$ cat src/rtl/is_fu_arbiter_if.sv
// is_fu_arbiter_if: issue-slot handshake between the reservation station and the FU arbiter.
// The master modport is the RS side; the slave modport is the arbiter.
interface is_fu_arbiter_if;
    logic [1:0]      req_valid;
    logic [1:0][2:0] req_fu;
    logic [1:0]      req_wb;
    logic            mem_busy;
    logic            squash;
    logic [1:0]      grant;
    logic [1:0]      is_stall;
    logic [2:0]      mult_inflight;
    logic [1:0]      rt_next;
    modport master (
        output req_valid, req_fu, req_wb, mem_busy, squash,
        input  grant, is_stall, mult_inflight, rt_next
    );
    modport slave (
        input  req_valid, req_fu, req_wb, mem_busy, squash,
        output grant, is_stall, mult_inflight, rt_next
    );
endinterface

$ cat src/rtl/is_fu_arbiter.sv
// is_fu_arbiter: 2-wide issue arbiter enforcing FU class limits, memory-port busy and CDB writeback slots.
// A reservation table of future CDB bookings keeps fixed-latency results within the 2 CDB ports.
module is_fu_arbiter #(
    parameter int MULT_LAT = 4,
    parameter int LD_LAT   = 2,
    parameter int RT_DEPTH = 4
) (
    input logic            clock,
    input logic            reset,
    is_fu_arbiter_if.slave bus
);
    localparam int LW = $clog2(RT_DEPTH + 1);
    localparam logic [2:0] FU_MULT  = 3'd1;
    localparam logic [2:0] FU_LOAD  = 3'd2;
    localparam logic [2:0] FU_STORE = 3'd3;
    localparam logic [2:0] FU_BR    = 3'd4;
    logic [1:0]          rt_q [1:RT_DEPTH];
    logic [1:0]          rt_d [1:RT_DEPTH];
    logic [MULT_LAT-1:0] sh_q, sh_d;
    logic [2:0]          mi_q, mi_d;
    logic [1:0]          legal, ldst, books, base;
    logic [LW-1:0]       lat [2];
    logic                g0, g1, same, mg, ovf;
    logic [2:0]          sum;
    always_comb begin
        sum = 3'd0;
        ovf = 1'b0;
        for (int i = 0; i < 2; i++) begin
            legal[i] = bus.req_fu[i] <= FU_BR;
            ldst[i]  = bus.req_fu[i] == FU_LOAD || bus.req_fu[i] == FU_STORE;
            books[i] = bus.req_wb[i] && legal[i] && bus.req_fu[i] != FU_STORE;
            lat[i]   = bus.req_fu[i] == FU_MULT ? LW'(MULT_LAT) : bus.req_fu[i] == FU_LOAD ? LW'(LD_LAT) : LW'(1);
            base[i]  = bus.req_valid[i] && !bus.squash && !reset && legal[i] && !(ldst[i] && bus.mem_busy);
        end
        g0   = base[0] && (!books[0] || rt_q[lat[0]] != 2'd2);
        // slot 1 sees slot 0's grant: shared class limits and a shared CDB slot at equal latency
        same = g0 && books[0] && lat[0] == lat[1];
        g1   = base[1]
            && !(g0 && bus.req_fu[0] == bus.req_fu[1] && (bus.req_fu[1] == FU_MULT || bus.req_fu[1] == FU_BR))
            && !(g0 && ldst[0] && ldst[1])
            && (!books[1] || {1'b0, rt_q[lat[1]]} + {2'b0, same} < 3'd2);
        mg = (g0 && bus.req_fu[0] == FU_MULT) || (g1 && bus.req_fu[1] == FU_MULT);
        rt_d[RT_DEPTH] = 2'd0;
        for (int k = 1; k < RT_DEPTH; k++) begin
            sum = {1'b0, rt_q[k+1]}
                + {2'b0, g0 && books[0] && lat[0] == LW'(k + 1)}
                + {2'b0, g1 && books[1] && lat[1] == LW'(k + 1)};
            ovf = ovf | (sum > 3'd2);
            rt_d[k] = sum[1:0];
        end
        sh_d = {sh_q[MULT_LAT-2:0], mg};
        mi_d = mi_q + {2'b0, mg} - {2'b0, sh_q[MULT_LAT-1]};
    end
    always_ff @(posedge clock or posedge reset) begin
        if (reset) begin
            for (int k = 1; k <= RT_DEPTH; k++) rt_q[k] <= 2'd0;
            sh_q <= '0;
            mi_q <= 3'd0;
        end else if (bus.squash) begin
            for (int k = 1; k <= RT_DEPTH; k++) rt_q[k] <= 2'd0;
            sh_q <= '0;
            mi_q <= 3'd0;
        end else begin
            for (int k = 1; k <= RT_DEPTH; k++) rt_q[k] <= rt_d[k];
            sh_q <= sh_d;
            mi_q <= mi_d;
        end
    end
    assign bus.grant         = {g1, g0};
    assign bus.is_stall      = bus.req_valid & ~{g1, g0};
    assign bus.mult_inflight = mi_q;
    assign bus.rt_next       = rt_q[1];
    a_no_overflow: assert property (@(posedge clock) disable iff (reset) !ovf);
    a_legal_class: assert property (@(posedge clock) disable iff (reset) !(|(bus.req_valid & ~legal)));
endmodule

$ cat src/flat_wrapper.sv
// flat-port wrapper written by rule: the top's interface ports become plain ports
module is_fu_arbiter_flat 
#(
    parameter int MULT_LAT = 4,
    parameter int LD_LAT   = 2,
    parameter int RT_DEPTH = 4
)
  (clock, reset, bus_req_valid, bus_req_fu, bus_req_wb, bus_mem_busy, bus_squash, bus_grant, bus_is_stall, bus_mult_inflight, bus_rt_next);
  is_fu_arbiter_if bus_i ();
  input logic clock;
  input logic reset;
  input wire logic [$bits(bus_i.req_valid)-1:0] bus_req_valid;
  input wire logic [$bits(bus_i.req_fu)-1:0] bus_req_fu;
  input wire logic [$bits(bus_i.req_wb)-1:0] bus_req_wb;
  input wire logic [$bits(bus_i.mem_busy)-1:0] bus_mem_busy;
  input wire logic [$bits(bus_i.squash)-1:0] bus_squash;
  output wire logic [$bits(bus_i.grant)-1:0] bus_grant;
  output wire logic [$bits(bus_i.is_stall)-1:0] bus_is_stall;
  output wire logic [$bits(bus_i.mult_inflight)-1:0] bus_mult_inflight;
  output wire logic [$bits(bus_i.rt_next)-1:0] bus_rt_next;
  assign bus_i.req_valid = bus_req_valid;
  assign bus_i.req_fu = bus_req_fu;
  assign bus_i.req_wb = bus_req_wb;
  assign bus_i.mem_busy = bus_mem_busy;
  assign bus_i.squash = bus_squash;
  assign bus_grant = bus_i.grant;
  assign bus_is_stall = bus_i.is_stall;
  assign bus_mult_inflight = bus_i.mult_inflight;
  assign bus_rt_next = bus_i.rt_next;
  is_fu_arbiter #(.MULT_LAT(MULT_LAT), .LD_LAT(LD_LAT), .RT_DEPTH(RT_DEPTH)) u_core (.clock(clock), .reset(reset), .bus(bus_i));
endmodule
$ cat config.mk
export PLATFORM = sky130hd
export DESIGN_NAME = is_fu_arbiter_flat
export DESIGN_NICKNAME = d
export VERILOG_FILES = /design/src/rtl/is_fu_arbiter_if.sv /design/src/rtl/is_fu_arbiter.sv /design/src/flat_wrapper.sv
export SDC_FILE = /design/constraint.sdc
export NUM_CORES = 1
export LEC_CHECK = 0
export CAP_MARGIN = 20
export CORE_MARGIN = 8
export CORE_UTILIZATION = 47
export DETAILED_ROUTE_END_ITERATION = 10
export GPL_TIMING_DRIVEN = 0
export PLACE_DENSITY = 0.77
export SYNTH_ARGS = -nofsm -noshare
export SYNTH_HDL_FRONTEND = slang
export SYNTH_SLANG_ARGS = --single-unit
$ cat constraint.sdc
create_clock -name clock -period 2.9 [get_ports clock]
set_input_delay 0.58 -clock clock [delete_from_list [all_inputs] [get_ports clock]]
set_output_delay 0.58 -clock clock [all_outputs]
set_load 0.005 [all_outputs]
==> metrics.log, run 1 <==
INFO  metric mapped_cells = 92
INFO  metric detailedPlace.worstSlack = -766.5 ps
INFO  metric insertion_delay = about 280 ps
INFO  metric route.detailed.vias_per_inst = 5.324
INFO  metric max_freq = 355.4 MHz
INFO  metric die_height = 59.57 um
INFO  metric p_total = about 0.00038 W
INFO  metric cts-hold-fix-buffers = 0
INFO  metric clock-skew-final = a little over 5 ps
INFO  metric setup_viol_count_final = 0
INFO  metric routed_wire_length_per_instance = approximately 15 um
INFO  metric ctsRootBufferMaster = sky130_fd_sc_hd__clkbuf_4
INFO  metric final_max_slew_viol_count = 0
INFO  metric worst_hold_path_depth = 1
INFO  metric floorplan.rows = 15
INFO  metric cts.reportedPaths.clkPinSlew = 70 ps
INFO  metric rsz0062_at_grt = false
INFO  metric grt_remaining_overflow = 0
INFO  metric pin_count = 23
INFO  metric die-width = 59.57 um
INFO  metric number_of_remaining_drc_errors = 0
INFO  metric drtAntennaViolNets = 0
INFO  metric leakage = between 0.5 and 0.6 nW
INFO  metric insertedDiodeCount = 0
INFO  metric core-area = 1764 um2
INFO  metric category_of_the_most_critical_setup_path = input pin to primary output
INFO  metric final.period_utilization = 97.03%
INFO  metric htree_num_levels = 1
INFO  metric place.detailed.hpwl = ~1500 um
INFO  metric unique_masters_post_synth = 31
INFO  metric period_needed = approximately 2800 ps
INFO  metric tritoncts = done
INFO  metric worstSetupStartpointType = input pin
INFO  metric ff2ff_path_depth = 9
INFO  metric finalNetCount = approximately 140
INFO  metric global_route_wire_length_before_repair = approximately 3600 um
INFO  metric timing.hold.worst.class = flip-flop to flip-flop
INFO  metric final_cell_mix = sky130_fd_sc_hd__nor2b_1 (13), sky130_fd_sc_hd__dfrtp_1 (13), sky130_fd_sc_hd__buf_4 (10)
INFO  metric vdd_ir_drop_max = 0.3241 mV
INFO  metric global_route_total_usage_across_every_layer = 13.28%
INFO  metric mappedNetlistArea = 892.1 um2
INFO  metric largest_net_degree_at_the_start_of_global_routing = 14
INFO  metric port-buffer-count = 21
INFO  metric crit_arrival = 2230 ps
INFO  metric detail_route.iter0.violations = 27
INFO  metric gpl.final_weighted_congestion = 0.8527
INFO  metric final_critical_path_setup_slack = 86.01 ps
INFO  metric via_count = 788
INFO  metric clkSinkCount = 13
INFO  metric whs = 471.6 ps
INFO  metric setup.worst_path.end_class = primary output
INFO  metric grt_pass1_vias = 783
INFO  metric start_util = slightly above 50%
INFO  metric finalHoldViolCount = 0
INFO  metric ctsLongestPathBuffers = 2
INFO  metric critPathRequiredTime = 2320 ps
INFO  metric synth.ff_latch_count = 13
INFO  metric share_of_the_yosys_chip_area_belonging_to_registers = 36.47%
INFO  metric outcome = completed
INFO  metric max_cap_viol_count = 0
INFO  metric antenna_found_initial = 0
INFO  metric drive_gt1_share = 25.20%
INFO  metric cts_buffers = 3
INFO  metric die_area = 3548 um2
INFO  metric drt-total-wl = about 2200 um
INFO  metric syn_avg_cell_area = 9.697 um2
INFO  metric crit_path_max_fanout = 3
INFO  metric detail_route.first_pass.iterations = 4
INFO  metric synthesis.yosys.warnings = 0
INFO  metric synthToLayoutAreaGrowth = 42.50%
INFO  metric nFillCells = 140
INFO  metric power_per_cell_area = 302.4 nW/um2
[final timing paths]
kind	start	endpoint	slack [ps]
worst max-delay path	bus_mem_busy	bus_grant[0]	90
worst min-delay path	u_core.sh_q[1]$_DFF_PP0_	u_core.sh_q[2]$_DFF_PP0_	470
worst max register to register	u_core.bus.rt_next[0]$_DFF_PP0_	u_core.bus.rt_next[0]$_DFF_PP0_	500
worst min register to register	u_core.sh_q[1]$_DFF_PP0_	u_core.sh_q[2]$_DFF_PP0_	470
max in group asynchronous	reset	u_core.sh_q[3]$_DFF_PP0_	2070
min in group asynchronous	reset	u_core.bus.mult_inflight[1]$_DFF_PP0_	500
[metal layers]
layer	routed length (um)	GRT usage [%]	vias to the layer above
li1	-	-	374
met5	0	0	-
met3	145	6.074	5
met1	955	15.57	388
met4	24	4.082	0
met2	1041	20.96	21
[repair_timing]
action / 4_1_cts / 5_1_grt
gates cloned: 0 / 0
gates resized for setup: 35 / 5
hold endpoints to repair: 0 / 0
endpoints found under the setup margin: 7 / 3
buffers inserted: 4 / 1
pin swaps: 7 / 4
[Yosys cell counts]
cell | number | area share (%)
sky130_fd_sc_hd__a21o_1 | 1 | 0.84
sky130_fd_sc_hd__nor4bb_1 | 1 | 1.1
sky130_fd_sc_hd__xor2_1 | 1 | 0.98
sky130_fd_sc_hd__buf_4 | 5 | 4.2
sky130_fd_sc_hd__o2111ai_1 | 2 | 2.0
sky130_fd_sc_hd__nand2_1 | 4 | 1.7
sky130_fd_sc_hd__o22ai_1 | 2 | 1.4
sky130_fd_sc_hd__nor3b_1 | 3 | 2.5
sky130_fd_sc_hd__xnor2_1 | 5 | 4.9
sky130_fd_sc_hd__nor2_1 | 9 | 3.8
sky130_fd_sc_hd__nand3_1 | 2 | 1.1
sky130_fd_sc_hd__o21ai_0 | 3 | 1.7
sky130_fd_sc_hd__nor2b_1 | 13 | 9.1
sky130_fd_sc_hd__ha_1 | 3 | 4.2
sky130_fd_sc_hd__and2b_1 | 1 | 0.84
sky130_fd_sc_hd__and3_1 | 1 | 0.70
sky130_fd_sc_hd__or3b_4 | 1 | 1.3
sky130_fd_sc_hd__a21oi_1 | 2 | 1.1
sky130_fd_sc_hd__mux2i_1 | 2 | 2.2
sky130_fd_sc_hd__dfrtp_1 | 13 | 36
sky130_fd_sc_hd__conb_1 | 1 | 0.42
sky130_fd_sc_hd__inv_1 | 5 | 2.1
sky130_fd_sc_hd__nor3_2 | 1 | 1.1
sky130_fd_sc_hd__nand3b_1 | 1 | 0.84
sky130_fd_sc_hd__fa_1 | 3 | 6.7
sky130_fd_sc_hd__nand4_1 | 2 | 1.4
sky130_fd_sc_hd__a2111oi_2 | 1 | 1.7
sky130_fd_sc_hd__a311oi_2 | 1 | 1.7
sky130_fd_sc_hd__nor3_1 | 1 | 0.56
sky130_fd_sc_hd__clkbuf_1 | 1 | 0.42
sky130_fd_sc_hd__o31ai_1 | 1 | 0.84
[critical path, cell delays in order]
cell and delay [ps]:
sky130_fd_sc_hd__clkdlybuf4s50_1 440, sky130_fd_sc_hd__a21oi_2 180, sky130_fd_sc_hd__mux2i_4 120, sky130_fd_sc_hd__nor3_2 270
sky130_fd_sc_hd__buf_4 160, sky130_fd_sc_hd__clkdlybuf4s50_1 490
[power by group]
part	total, W	switching, W	internal [W]	leakage, nW
Sequential	0.000190	0.00000442	0.000185	0.179
Combinational	0.0000873	0.0000444	0.0000429	0.371
Clock	0.000107	0.0000540	0.0000534	0.0150
[logic make-up after synthesis]
group / share of synthesized area [%]
xor gates and xnor gates: 5.891
muxes: 2.244
AOI/OAI and AO/OA: 11.22
buffers and inverters: 6.732
adders and majority gates: 10.94
DFF: 36.47
other: 0.4204
and+or+nand+nor: 26.09
[flip-flops by register name, indices dropped and copies added, names as in the netlist]
signal,count
u_core.bus.mult_inflight,3
u_core.rt_q,4
u_core.bus.rt_next,2
u_core.sh_q,4
[layout make-up]
class / instances / area (um2) / area share [%]
Buffer: 6 / 41.29 / 3.248
Clock buffer: 4 / 26.28 / 2.067
Inverter: 5 / 18.77 / 1.476
Multi-Input combinational cell: 69 / 593.1 / 46.65
Sequential cell: 13 / 325.3 / 25.59
Tap cell: 25 / 31.28 / 2.461
Timing Repair Buffer: 26 / 235.2 / 18.50
[per-stage QoR]
step,TNS [ps],cell area [um2],utilization [%],instances
floorplan,0,895.9,-,93
finish,0,1271,72.06,148
detailed placement,-3618,1137,64.47,139
CTS,0,1251,70.92,147
global placement,-3360,1137,64.47,139
global route,0,1271,72.06,148
(Power assumes the default switching activity.)
==> inputs of run 2 (changes only) <==
--- a/config.mk
+++ b/config.mk
@@ -7,10 +7,10 @@
 export LEC_CHECK = 0
 export CAP_MARGIN = 20
 export CORE_MARGIN = 8
-export CORE_UTILIZATION = 47
+export CORE_UTILIZATION = 49
 export DETAILED_ROUTE_END_ITERATION = 10
+export DONT_BUFFER_PORTS = 1
 export GPL_TIMING_DRIVEN = 0
-export PLACE_DENSITY = 0.77
 export SYNTH_ARGS = -nofsm -noshare
 export SYNTH_HDL_FRONTEND = slang
 export SYNTH_SLANG_ARGS = --single-unit
==> metrics.log, run 2 (same netlist as run 1, synthesis figures left out) <==
INFO  metric outcome = completed
INFO  metric global_route_wire_length_before_repair = 3256 um (-8.4%)
INFO  metric tritoncts = done
INFO  metric multiInputGateArea = 510.5 um2 (-14%)
INFO  metric final_max_slew_viol_count = 0 (unchanged)
INFO  metric route.detailed.vias_per_inst = 5.484 (+3.0%)
INFO  metric max_freq = 366.0 MHz (+3.0%)
INFO  metric clock-skew-final = 9.966 ps (+4.775 ps)
INFO  metric crit_path_max_fanout = 8 (+5)
INFO  metric core-area = 1727 um2 (-2.1%)
INFO  metric ff2ff_path_depth = 7 (-2)
INFO  metric largest_net_degree_at_the_start_of_global_routing = 14 (unchanged)
INFO  metric worstSetupStartpointType = input pin
INFO  metric ctsLongestPathBuffers = 2 (unchanged)
INFO  metric detail_route.iter0.violations = 13 (-52%)
INFO  metric ctsRootBufferMaster = sky130_fd_sc_hd__clkbuf_4
INFO  metric r2r-start = u_core.bus.rt_next[0]$_DFF_PP0_
INFO  metric pin_count = 23 (unchanged)
INFO  metric seq_area = 325.3 um2 (unchanged)
INFO  metric final.period_utilization = 94.21% (-2.8 points)
INFO  metric worst_slew_margin_relative_to_its_limit = 62.68%
INFO  metric timing.hold.worst.class = input pin to asynchronous set/reset pin
INFO  metric grt_remaining_overflow = 0 (unchanged)
INFO  metric final_cell_mix = sky130_fd_sc_hd__nor2b_1 (13), sky130_fd_sc_hd__dfrtp_1 (13), sky130_fd_sc_hd__nor2_1 (9)
INFO  metric drt-total-wl = 1868 um (-14%)
INFO  metric max_cap_viol_count = 0 (unchanged)
INFO  metric r2r_setup_slack = 580 ps (+80 ps)
INFO  metric htree_num_levels = 1 (unchanged)
INFO  metric detailedPlace.worstSlack = 13.48 ps (+780.0 ps)
INFO  metric drtAntennaViolNets = 0 (unchanged)
INFO  metric placed_cells = 118 (-15%)
INFO  metric leakage = 0.4216 nW (-25%)
INFO  metric routed_wire_length_per_instance = 15.31 um (+4.6%)
INFO  metric period_needed = 2732 ps (-82.01 ps)
INFO  metric synthToLayoutAreaGrowth = 6.872%
INFO  metric setup_viol_count_final = 0 (unchanged)
INFO  metric reg2reg_to = u_core.bus.rt_next[0]$_DFF_PP0_
INFO  metric start_util = 51.67% (+1.1 points)
INFO  metric postCtsResizedCells = 0 (-100%)
INFO  metric crit_arrival = 2150 ps (-80 ps)
INFO  metric place.detailed.hpwl = 1498 um (-1.4%)
INFO  metric nFillCells = 169 (+21%)
INFO  metric insertion_delay = 280 ps (about the same)
INFO  metric die-width = 58.67 um (-1.5%)
INFO  metric final_critical_path_setup_slack = 168.0 ps (+82.01 ps)
INFO  metric port-buffer-count = 0 (-100%)
INFO  metric die_area = 3442 um2 (-3.0%)
INFO  metric finalHoldViolCount = 0 (unchanged)
INFO  metric setup.worst_path.end_class = primary output
INFO  metric die_height = 58.67 um (-1.5%)
INFO  metric cts.reportedPaths.clkPinSlew = 80 ps (about the same)
INFO  metric number_of_remaining_drc_errors = 0 (unchanged)
INFO  metric finalNetCount = 118 (-18%)
INFO  metric cts-hold-fix-buffers = 0 (unchanged)
INFO  metric postCtsSetupBuffers = 0 (-4)
INFO  metric cts_buffers = 3 (unchanged)
INFO  metric rsz0062_at_grt = false
INFO  metric insertedDiodeCount = 0 (unchanged)
INFO  metric grt_pass1_vias = 687 (-12%)
INFO  metric finalNonFillerCells = 122 (-18%)
INFO  metric power_per_cell_area = 362.3 nW/um2 (+20%)
INFO  metric gpl.final_weighted_congestion = 0.8437 (-1.1%)
INFO  metric drive_gt1_share = 12.37% (-13 points)
INFO  metric detail_route.first_pass.iterations = 3 (-1)
INFO  metric vdd_ir_drop_max = 0.2813 mV (-13%)
INFO  metric max_slew.worst_pin.slew = 558.7 ps
INFO  metric floorplan.rows = 15 (unchanged)
INFO  metric critPathRequiredTime = 2320 ps (about the same)
INFO  metric global_route_total_usage_across_every_layer = 11.94% (-1.3 points)
INFO  metric clkSinkCount = 13 (unchanged)
INFO  metric category_of_the_most_critical_setup_path = input pin to primary output
INFO  metric antenna_found_initial = 0 (unchanged)
INFO  metric via_count = 669 (-15%)
run 2: cell types whose count changed in the layout (fill, tap and decap cells not counted), moves of 2 or more:
cell	change
sky130_fd_sc_hd__dlygate4sd2_1	-6
sky130_fd_sc_hd__buf_4	-5
sky130_fd_sc_hd__buf_2	-2
sky130_fd_sc_hd__clkdlybuf4s50_1	-9
sky130_fd_sc_hd__nor3b_1	+2
run 2: power breakdown:
part / total (W) / internal, W / switching, W
sequential: 0.000190 / 0.000185 / 0.00000426
combinational: 0.0000452 / 0.0000211 / 0.0000241
clock: 0.000111 / 0.0000533 / 0.0000573
total: 0.000345 / 0.000260 / 0.0000857
run 2: through the flow:
step	total power (W)	cell area (um2)	hold WS, ps	utilization [%]	setup TNS (ps)
2_1_floorplan	0.0002302	895.9	438.5	-	0
3_3_place_gp	0.0002381	927.1	449.1	53.70	-40.92
3_5_place_dp	0.0002385	927.1	454.4	53.70	0
4_1_cts	0.0003510	953.4	219.9	55.22	0
5_1_grt	0.0003707	953.4	227.3	55.22	0
6_report	0.0003454	953.4	204.8	55.22	0
run 2: cell type report:
cell class / count / area share (%)
Buffer: 6 / 4.331
Clock buffer: 4 / 2.756
Inverter: 5 / 1.969
Multi-Input combinational cell: 69 / 53.54
Sequential cell: 13 / 34.12
Tap cell: 25 / 3.281
run 2: worst max path at each step:
stage,start,endpoint,slack [ps],cells after the start
after detailed placement,bus_req_fu[1],u_core.bus.rt_next[0]$_DFF_PP0_,10,8
after CTS,bus_req_fu[1],bus_grant[1],180,6
after floorplan,bus_req_fu[1],u_core.bus.rt_next[0]$_DFF_PP0_,230,8
after global placement,bus_req_fu[1],u_core.bus.rt_next[0]$_DFF_PP0_,-40,8
final,bus_req_fu[1],bus_grant[1],170,6
after global routing,bus_req_fu[1],bus_grant[1],70,6
run 2: worst max-delay path, cell delays in order:
cell and delay (ps):
sky130_fd_sc_hd__buf_4 130, sky130_fd_sc_hd__or3b_4 400, sky130_fd_sc_hd__nor3_2 310, sky130_fd_sc_hd__o2111ai_1 180
sky130_fd_sc_hd__a311oi_2 370, sky130_fd_sc_hd__buf_4 180
run 2: metal layers:
layer / global-route usage, % / wire, um / vias to the layer above
li1: - / - / 322
met2: 17.48 / 843 / 20
met5: 0 / 0 / -
met1: 14.56 / 818 / 325
met3: 6.087 / 183 / 2
met4: 4.437 / 22 / 0
==> inputs of run 3 (changes only) <==
--- a/config.mk
+++ b/config.mk
@@ -5,7 +5,6 @@
 export SDC_FILE = /design/constraint.sdc
 export NUM_CORES = 1
 export LEC_CHECK = 0
-export CAP_MARGIN = 20
 export CORE_MARGIN = 8
 export CORE_UTILIZATION = 49
 export DETAILED_ROUTE_END_ITERATION = 10
==> results of run 3 <==
Final layout, timing and power as in run 2 (identical DEF).
